--- src/rtl/vector_sequencer.sv ---
// vector_sequencer: jump/draw command sequencer emitting a Bresenham point stream.
// Optional macro VSEQ_IDLE_REFRESH_EN: while idle, repeat the current position blanked.
module vector_sequencer #(
    parameter int COORD_W  = 12,
    parameter int BRIGHT_W = 4,
    parameter int DWELL_W  = 8
) (
    input  logic                clk,
    input  logic                reset_n,
    input  logic                cmd_valid,
    output logic                cmd_ready,
    input  logic                cmd_op,
    input  logic [COORD_W-1:0]  cmd_x,
    input  logic [COORD_W-1:0]  cmd_y,
    input  logic [BRIGHT_W-1:0] cmd_bright,
    input  logic [DWELL_W-1:0]  cfg_jump_pre,
    input  logic [DWELL_W-1:0]  cfg_jump_post,
    input  logic [DWELL_W-1:0]  cfg_draw_pre,
    input  logic [DWELL_W-1:0]  cfg_draw_post,
    output logic                out_valid,
    input  logic                out_ready,
    output logic [COORD_W-1:0]  out_x,
    output logic [COORD_W-1:0]  out_y,
    output logic [BRIGHT_W-1:0] out_bright,
    output logic                busy
);

    localparam int SW = COORD_W + 2;

    typedef enum logic [2:0] {
        IDLE,
        PRE,
        MOVE,
        LINE,
        POST
    } state_t;

    state_t               state_q, state_d;
    logic                 op_q, op_d;
    logic [COORD_W-1:0]   tx_q, tx_d, ty_q, ty_d;
    logic [COORD_W-1:0]   cx_q, cx_d, cy_q, cy_d;
    logic [BRIGHT_W-1:0]  br_q, br_d;
    logic [DWELL_W-1:0]   post_q, post_d;
    logic [DWELL_W-1:0]   cnt_q, cnt_d;
    logic signed [SW-1:0] dx_q, dx_d, dy_q, dy_d;
    logic signed [SW-1:0] err_q, err_d;
    logic                 sx_q, sx_d, sy_q, sy_d;
    logic                 ov_q, ov_d;
    logic                 pc_q, pc_d;
    logic [COORD_W-1:0]   ox_q, ox_d, oy_q, oy_d;
    logic [BRIGHT_W-1:0]  ob_q, ob_d;

    logic                 advance;
    logic signed [SW:0]   e2, dxe, dye;
    logic                 step_x, step_y;
    logic [COORD_W-1:0]   nx, ny;
    logic signed [SW-1:0] err_nx;
    logic [DWELL_W-1:0]   sel_pre, sel_post;
    logic                 acc_nz, run_nz;
    logic [COORD_W-1:0]   adx, ady;
    logic                 asx, asy;

    // First non-empty phase following 'done'; IDLE as 'done' means starting.
    function automatic state_t next_phase(
        input state_t             done,
        input logic               op,
        input logic [DWELL_W-1:0] pre,
        input logic [DWELL_W-1:0] post,
        input logic               nz
    );
        if (done == IDLE && pre != '0)
            return PRE;
        if (done == IDLE || done == PRE) begin
            if (!op)
                return MOVE;
            if (nz)
                return LINE;
        end
        if (done != POST && post != '0)
            return POST;
        return IDLE;
    endfunction

    assign out_valid  = ov_q;
    assign out_x      = ox_q;
    assign out_y      = oy_q;
    assign out_bright = ob_q;
    assign busy       = (state_q != IDLE) || (ov_q && pc_q);

    // Bresenham step from the current position, plus acceptance-time deltas.
    always_comb begin
        e2     = {err_q, 1'b0};
        dxe    = {dx_q[SW-1], dx_q};
        dye    = {dy_q[SW-1], dy_q};
        step_x = (e2 > -dye);
        step_y = (e2 < dxe);
        nx     = cx_q;
        ny     = cy_q;
        err_nx = err_q;
        if (step_x) begin
            nx     = sx_q ? cx_q - COORD_W'(1) : cx_q + COORD_W'(1);
            err_nx = err_nx - dy_q;
        end
        if (step_y) begin
            ny     = sy_q ? cy_q - COORD_W'(1) : cy_q + COORD_W'(1);
            err_nx = err_nx + dx_q;
        end
        sel_pre  = cmd_op ? cfg_draw_pre : cfg_jump_pre;
        sel_post = cmd_op ? cfg_draw_post : cfg_jump_post;
        acc_nz   = (cmd_x != cx_q) || (cmd_y != cy_q);
        run_nz   = (tx_q != cx_q) || (ty_q != cy_q);
        asx      = (cmd_x < cx_q);
        asy      = (cmd_y < cy_q);
        adx      = asx ? cx_q - cmd_x : cmd_x - cx_q;
        ady      = asy ? cy_q - cmd_y : cmd_y - cy_q;
    end

    // Next-state and next-point logic; a new point loads only when the slot frees.
    always_comb begin
        advance   = !ov_q || out_ready;
        cmd_ready = (state_q == IDLE) && advance;
        state_d   = state_q;
        op_d      = op_q;
        tx_d      = tx_q;
        ty_d      = ty_q;
        cx_d      = cx_q;
        cy_d      = cy_q;
        br_d      = br_q;
        post_d    = post_q;
        cnt_d     = cnt_q;
        dx_d      = dx_q;
        dy_d      = dy_q;
        err_d     = err_q;
        sx_d      = sx_q;
        sy_d      = sy_q;
        ov_d      = advance ? 1'b0 : ov_q;
        pc_d      = pc_q;
        ox_d      = ox_q;
        oy_d      = oy_q;
        ob_d      = ob_q;
        if (advance) begin
            case (state_q)
                IDLE: begin
`ifdef VSEQ_IDLE_REFRESH_EN
                    ov_d = 1'b1;
                    pc_d = 1'b0;
                    ox_d = cx_q;
                    oy_d = cy_q;
                    ob_d = '0;
`endif
                    if (cmd_valid) begin
                        op_d    = cmd_op;
                        tx_d    = cmd_x;
                        ty_d    = cmd_y;
                        br_d    = cmd_bright;
                        post_d  = sel_post;
                        sx_d    = asx;
                        sy_d    = asy;
                        dx_d    = SW'(adx);
                        dy_d    = SW'(ady);
                        err_d   = SW'(adx) - SW'(ady);
                        state_d = next_phase(IDLE, cmd_op,
                                             sel_pre, sel_post,
                                             acc_nz);
                        cnt_d   = (state_d == PRE) ? sel_pre
                                                   : sel_post;
                    end
                end
                PRE: begin
                    ov_d  = 1'b1;
                    pc_d  = 1'b1;
                    ox_d  = cx_q;
                    oy_d  = cy_q;
                    ob_d  = op_q ? br_q : '0;
                    cnt_d = cnt_q - DWELL_W'(1);
                    if (cnt_q == DWELL_W'(1)) begin
                        state_d = next_phase(PRE, op_q, '0,
                                             post_q, run_nz);
                        cnt_d   = post_q;
                    end
                end
                MOVE: begin
                    ov_d    = 1'b1;
                    pc_d    = 1'b1;
                    ox_d    = tx_q;
                    oy_d    = ty_q;
                    ob_d    = '0;
                    cx_d    = tx_q;
                    cy_d    = ty_q;
                    state_d = next_phase(MOVE, op_q, '0,
                                         post_q, 1'b0);
                    cnt_d   = post_q;
                end
                LINE: begin
                    ov_d  = 1'b1;
                    pc_d  = 1'b1;
                    ox_d  = nx;
                    oy_d  = ny;
                    ob_d  = br_q;
                    cx_d  = nx;
                    cy_d  = ny;
                    err_d = err_nx;
                    if (nx == tx_q && ny == ty_q) begin
                        state_d = next_phase(LINE, op_q, '0,
                                             post_q, 1'b0);
                        cnt_d   = post_q;
                    end
                end
                POST: begin
                    ov_d  = 1'b1;
                    pc_d  = 1'b1;
                    ox_d  = tx_q;
                    oy_d  = ty_q;
                    ob_d  = op_q ? br_q : '0;
                    cnt_d = cnt_q - DWELL_W'(1);
                    if (cnt_q == DWELL_W'(1))
                        state_d = IDLE;
                end
                default: state_d = IDLE;
            endcase
        end
    end

    // State, position and output point registers; reset abandons any command.
    always_ff @(posedge clk or negedge reset_n) begin
        if (!reset_n) begin
            state_q <= IDLE;
            op_q    <= 1'b0;
            tx_q    <= '0;
            ty_q    <= '0;
            cx_q    <= '0;
            cy_q    <= '0;
            br_q    <= '0;
            post_q  <= '0;
            cnt_q   <= '0;
            dx_q    <= '0;
            dy_q    <= '0;
            err_q   <= '0;
            sx_q    <= 1'b0;
            sy_q    <= 1'b0;
            ov_q    <= 1'b0;
            pc_q    <= 1'b0;
            ox_q    <= '0;
            oy_q    <= '0;
            ob_q    <= '0;
        end else begin
            state_q <= state_d;
            op_q    <= op_d;
            tx_q    <= tx_d;
            ty_q    <= ty_d;
            cx_q    <= cx_d;
            cy_q    <= cy_d;
            br_q    <= br_d;
            post_q  <= post_d;
            cnt_q   <= cnt_d;
            dx_q    <= dx_d;
            dy_q    <= dy_d;
            err_q   <= err_d;
            sx_q    <= sx_d;
            sy_q    <= sy_d;
            ov_q    <= ov_d;
            pc_q    <= pc_d;
            ox_q    <= ox_d;
            oy_q    <= oy_d;
            ob_q    <= ob_d;
        end
    end

endmodule
--- config.mk ---
export PLATFORM = sky130hd
export DESIGN_NAME = vector_sequencer
export DESIGN_NICKNAME = d
export VERILOG_FILES = /design/src/rtl/vector_sequencer.sv
export SDC_FILE = /design/constraint.sdc
export NUM_CORES = 1
export LEC_CHECK = 0
export ABC_AREA = 1
export ABC_CLOCK_PERIOD_IN_PS = 6800
export CAP_MARGIN = 20
export CORE_MARGIN = 8
export CORE_UTILIZATION = 60
export CTS_BUF_LIST = sky130_fd_sc_hd__clkbuf_16
export CTS_CLUSTER_SIZE = 28
export DETAILED_ROUTE_END_ITERATION = 10
export PLACE_DENSITY = 0.81
export SLEW_MARGIN = 30
export SYNTH_ARGS = -nofsm -noshare
export SYNTH_HDL_FRONTEND = slang
export SYNTH_SLANG_ARGS = --single-unit
--- constraint.sdc ---
create_clock -name clk -period 6.8 [get_ports clk]
set_input_delay 1.02 -clock clk [delete_from_list [all_inputs] [get_ports clk]]
set_output_delay 1.02 -clock clk [all_outputs]
set_load 0.005 [all_outputs]
**After elaboration in Yosys (flattened, before gate mapping)**

Index checks and enable logic that the tools add are counted.

- Bits in latches: 0
- Output and inout port bits: 31
- Memories: 0
- Bits of input ports: 65
- Flip-flop bits (word level): 142
- Word-level logic and storage cells: 172
- Bits in writable memories: 0
- ROM bits: 0

- Shift-type cells: 0
- Bitwise logic cells: 0
- Add/subtract/negate cells: 13
- Reductions and logical operators: 29
- Mux-type cells: 91
- Eq/ne operators: 16
- Order comparisons: 4
- Divide/modulo/power cells: 0
- Multiply operators: 0

Operators by type and width:

| kind | count |
|---|---|
| 2-to-1 mux 12 bit | 6 |
| 2-to-1 mux 3 bit | 24 |
| case mux 12 bit (3 select lines) | 2 |
| 2-to-1 mux 8 bit | 6 |
| inequality test 12 bit | 4 |
| case mux 12 bit (2 select lines) | 2 |
| subtractor 12 bit | 4 |
| 2-to-1 mux 1 bit | 43 |
| 2-to-1 mux 14 bit | 3 |
| case mux 8 bit (5 select lines) | 1 |
| case mux 14 bit (2 select lines) | 1 |
| adder 12 x 1 -> 12 bit, second input constant | 2 |
| equality test 12 bit | 2 |
| < comparator 12 bit | 2 |
| nonzero test 8 bit | 3 |
| subtractor 12 x 1 -> 12 bit, second input constant | 2 |
| greater-than comparator 15 bit | 1 |
| < comparator 15 x 13 -> 1 bit | 1 |
| negation 12 -> 15 bit | 1 |
| case mux 3 bit (5 select lines) | 1 |
| adder 14 x 13 -> 14 bit | 1 |
| subtractor 14 x 13 -> 14 bit | 1 |
| subtractor 12 x 12 -> 13 bit | 1 |
| case mux 4 bit (3 select lines) | 1 |
| 20 further kinds | 38 |

**Logic depth before layout (Yosys ltp)**

- Word-level depth: 30
- Gate-level depth with buffers: 36

**Worst setup path after synthesis**

No wires, ideal clock.

- Path kind: input to register
- Start point: in cmd_x[0]
- End point: reg err_q[11]
- Slack: 2295 ps
- Arrival: 4423 ps
- Path buffers: 1
- Cell stages on the path: 28
- Library setup time: 82 ps
- Required time: 6718 ps
- Path through: inv_1 > ha_1 > inv_1 > fa_1 > a21oi_1 > o21ai_1 > nand2_1 > nand2_1 > a21boi_1 > nor2_1 > nor2_1 > nand2_1 > buf_2 > o21ai_0 > xor2_1 > inv_1 > ha_1 > a21oi_1 > nand2_1 > a21oi_1 > o21ai_0 > nand2_1 > inv_1 > o21ai_0 > nand2_1 > a21oi_1 > o21ai_0 > a31oi_1

- Cells in the longest elaborated chain, start to end: 5
- Elaborated cells on any way between the ends: 7

RTL lines:

| item | line | text |
|---|---|---|
| start: declaration | 13 | `input logic [COORD_W-1:0] cmd_x,` |
| subtractor 12 bit / < comparator 12 bit (equally long branches) | 114, 112 |  |
| 2-to-1 mux 12 bit * | 114 | `adx = asx ? cx_q - cmd_x : cmd_x - cx_q;` |
| net adx[2] | 60 | `logic [COORD_W-1:0] adx, ady;` |
| subtractor 12 x 12 -> 13 bit * | 161 | `err_d = SW'(adx) - SW'(ady);` |
| 2-to-1 mux 14 bit * | 151 | `if (cmd_valid) begin` |
| case mux 14 bit (2 select lines) * | 142 | `case (state_q)` |
| end signal: assignment | 258 | `err_q <= err_d;` |
| end: declaration | 46 | `logic signed [SW-1:0] err_q, err_d;` |

Mark *: on every way through the listed nets, which the timed path passes. The rest lies on a longest branch. The select of a mux whose other input is x is not followed.
A chain may end at the register's enable or synchronous reset.

**Worst setup path in the final report**

- Start point: reg dy_q[1]
- End point: reg err_q[10]

- Cells in the longest elaborated chain, start to end: 6
- Elaborated cells on any way between the ends: 7

RTL lines:

| item | line | text |
|---|---|---|
| start: declaration | 45 | `logic signed [SW-1:0] dx_q, dx_d, dy_q, dy_d;` |
| start signal: assignment | 257 | `dy_q <= dy_d;` |
| negation 12 -> 15 bit | 95 | `step_x = (e2 > -dye);` |
| greater-than comparator 15 bit | 95 |  |
| 2-to-1 mux 14 bit * | 100 | `if (step_x) begin` |
| adder 14 x 13 -> 14 bit | 106 | `err_nx = err_nx + dx_q;` |
| 2-to-1 mux 14 bit * | 104 | `if (step_y) begin` |
| case mux 14 bit (2 select lines) * | 142 |  |

Mark *: on every way between the ends. The rest lies on a longest branch, timed or not.

==> flow_summary.json <==
{
  "drt-total-wl_um": 42100,
  "synth_most_common_cell": "nand2_1",
  "cts_inserted_buffers": 17,
  "io_buffer_count": 95,
  "synth_cell_types": 54,
  "grt_pass1_wl_um": 67900,
  "synth_commonest_cells": "581 x nand2_1, 247 x inv_1, 169 x o21ai_0",
  "die_h_um": 167,
  "antenna_found_initial": 0,
  "slew_violations": 0,
  "cts-root-buf": "clkbuf_16",
  "track_usage_pct": 29.8,
  "cp_max_fo": 22,
  "grt_pass1_vias": 13396,
  "synth.yosys.seq_area_share_pct": 26.1,
  "ys_top_cells_by_area": "dfrtp_1 26%, nand2_1 16%, ha_1 12%",
  "start_util_pct": 60.7,
  "clock_latency_ns": 0.44,
  "ys.flop_type": "dfrtp_1",
  "crit_type": "reg2reg",
  "period_minus_slack_ns": 5.85,
  "io_pins": 96,
  "vias": 14088,
  "coreArea_um2": 22400,
  "drc": 0,
  "cts_resized": 0,
  "clock-sinks": 142,
  "setup_viol_count_final": 0,
  "synth_edf_count": 0,
  "placementRows": 55,
  "worst_pin_slew_ns": 0.963,
  "syn_area_um2": 13600,
  "hold_path_class": "reg2reg",
  "rsz0062_at_grt": "false",
  "max_freq_ghz": 0.171,
  "hold_depth": 2,
  "syn_to_final_growth_pct": 12.6,
  "relSlewSlack_pct": 35.8,
  "clkSlewWorstSetupHoldPaths_ns": 0.06,
  "ys_warn_count": 0,
  "fp.dieW_um": 167,
  "antenna_cells": 0,
  "async_flop_share_pct": 100,
  "utilization_pct": 68.4,
  "synth_seq_cells": 142,
  "finClkSkew_ns": 0.0136,
  "hold_buffers": 0,
  "worstPathRequired_ns": 7.08,
  "worstSetupEndpointType": "flip-flop",
  "routedWlPerCell_um": 17.7,
  "cts_buffer_depth": 2,
  "cts_tree": "yes",
  "grt_max_degree": 100,
  "place.gp.congestion": 0.998,
  "die_area_um2": 27800,
  "setup-tns-final_ns": 0,
  "drt_pre_antenna_iters": 6,
  "arrival_ns": 6.14,
  "synth_fp_nets": 2223,
  "syn_inst": 2017,
  "status": "completed",
  "cts_max_level": 4,
  "avgSynthCellArea_um2": 6.75,
  "grt-ovfl-total": 0,
  "final_net_count": 2288,
  "setup.worst_path.start_class": "flip-flop",
  "hpwl_um": 31700,
  "drtIter0Drc": 1512,
  "yosys.area.top_type": "dfrtp_1",
  "cts_setup_buffers": 0,
  "drv_cap": 0,
  "viasPerCell": 5.92,
  "reg2reg_depth": 23,
  "period_share_pct": 86.0,
  "ant_nets": 0,
  "drive_gt1_share_pct": 3.96,
  "hold_viol": 0,
  "netlist.area_leader.share_pct": 26.1
}
## path summary, 6_finish.rpt
check / to / startpoint / slack, ns
setup / recovery: err_q[10]$_DFFE_PN0P_ / dy_q[1]$_DFFE_PN0P_ / 0.95
max in group asynchronous: out_y[4]$_DFFE_PN0P_ / reset_n / 4.97
hold reg to reg: pc_q$_DFFE_PN0P_ / pc_q$_DFFE_PN0P_ / 0.46
min in group asynchronous: cnt_q[6]$_DFFE_PN0P_ / reset_n / 0.66
setup reg to reg: err_q[10]$_DFFE_PN0P_ / dy_q[1]$_DFFE_PN0P_ / 0.95
hold / removal: pc_q$_DFFE_PN0P_ / pc_q$_DFFE_PN0P_ / 0.46
## kinds of logic after synthesis
logic type      count (synthesis)  share of synthesized area (%)
simple gates                  925                           28.7
compound gates                403                           16.6
buf+inv                       310                           8.91
flops                         142                           26.1
fa+ha+maj                     141                           13.4
xor+xnor                       85                           5.46
mux                            11                          0.808
## cell usage in the layout, fill, tap and decap left out, types with 3 or more instances in the layout
cell / count
a211oi_1: 3
a21o_1: 6
a21oi_1: 114
a221oi_1: 4
a22oi_1: 6
a31oi_1: 59
buf_4: 10
bufinv_16: 3
clkbuf_16: 17
clkdlybuf4s50_1: 94
clkinvlp_4: 6
dfrtp_1: 142
fa_1: 9
ha_1: 132
inv_1: 247
inv_2: 4
mux2i_1: 11
nand2_1: 580
nand2_2: 12
nand2_4: 5
nand3_1: 102
nand3_2: 3
nand3b_1: 12
nand4_1: 29
nor2_1: 141
nor2_2: 4
nor3_1: 13
nor4_1: 7
o211ai_1: 10
o21ai_0: 169
o21ai_1: 5
o21bai_1: 7
o221ai_1: 8
or2_2: 7
xnor2_1: 30
xor2_1: 55
## per-layer routing
| layer | global-route usage, % | part of all wire (%) |
|---|---|---|
| met1 | 38.2 | 43 |
| met2 | 48.8 | 46 |
| met3 | 5.39 | 7.7 |
| met4 | 12.6 | 3.5 |
| met5 | 0 | 0 |
## final cells by class
| class | count | area (um^2) |
|---|---|---|
| clock buffers | 17 | 425 |
| clock inverters | 15 | 170 |
| fillers | 1981 | 7090 |
| inverters | 251 | 942 |
| multi-input cells | 1565 | 8870 |
| flip-flops and latches | 142 | 3550 |
| well taps | 285 | 357 |
| repair buffers | 105 | 1030 |
## per-stage QoR
step / worst slack (ns) / cell area [um^2] / cells / hold WS [ns]
after global routing: 0.426 / 15300 / 2380 / 0.492
after CTS: 1.05 / 15300 / 2380 / 0.461
after floorplan: 2.30 / 13600 / 2017 / 0.419
final: 0.949 / 15300 / 2380 / 0.460
after detailed placement: 1.09 / 14700 / 2348 / 0.446
after global placement: 1.15 / 14700 / 2348 / 0.437
## state kept, by name, indices dropped and copies added, names as in the netlist, named ones only
signal      flops
err_q          14
cx_q           12
cy_q           12
dx_q           12
dy_q           12
out_x          12
out_y          12
tx_q           12
ty_q           12
cnt_q           8
post_q          8
br_q            4
out_bright      4
state_q         3
op_q            1
pc_q            1
sx_q            1
sy_q            1
## critical path: stages, from the launching register on
cell and delay (ns):
dfrtp_1 0.39, inv_1 0.16, ha_1 0.23, nand3_1 0.12, nor2_1 0.18, nand3_1 0.15
nor2_1 0.22, nand3_1 0.18, xor2_1 0.18, ha_1 0.30, nand2_1 0.08, nor3_1 0.19
nand3_1 0.46, nand3_2 0.25, inv_1 0.37, o21ai_0 0.42, inv_1 0.11, fa_1 0.45
o221ai_1 0.41, a21oi_1 0.17, o21ai_0 0.25, xor2_1 0.11, o211ai_1 0.21, a31oi_1 0.11
Power is left out: the tool's default activity adds up to more than one toggle a clock period on the data nets, which glitch-free logic cannot reach.
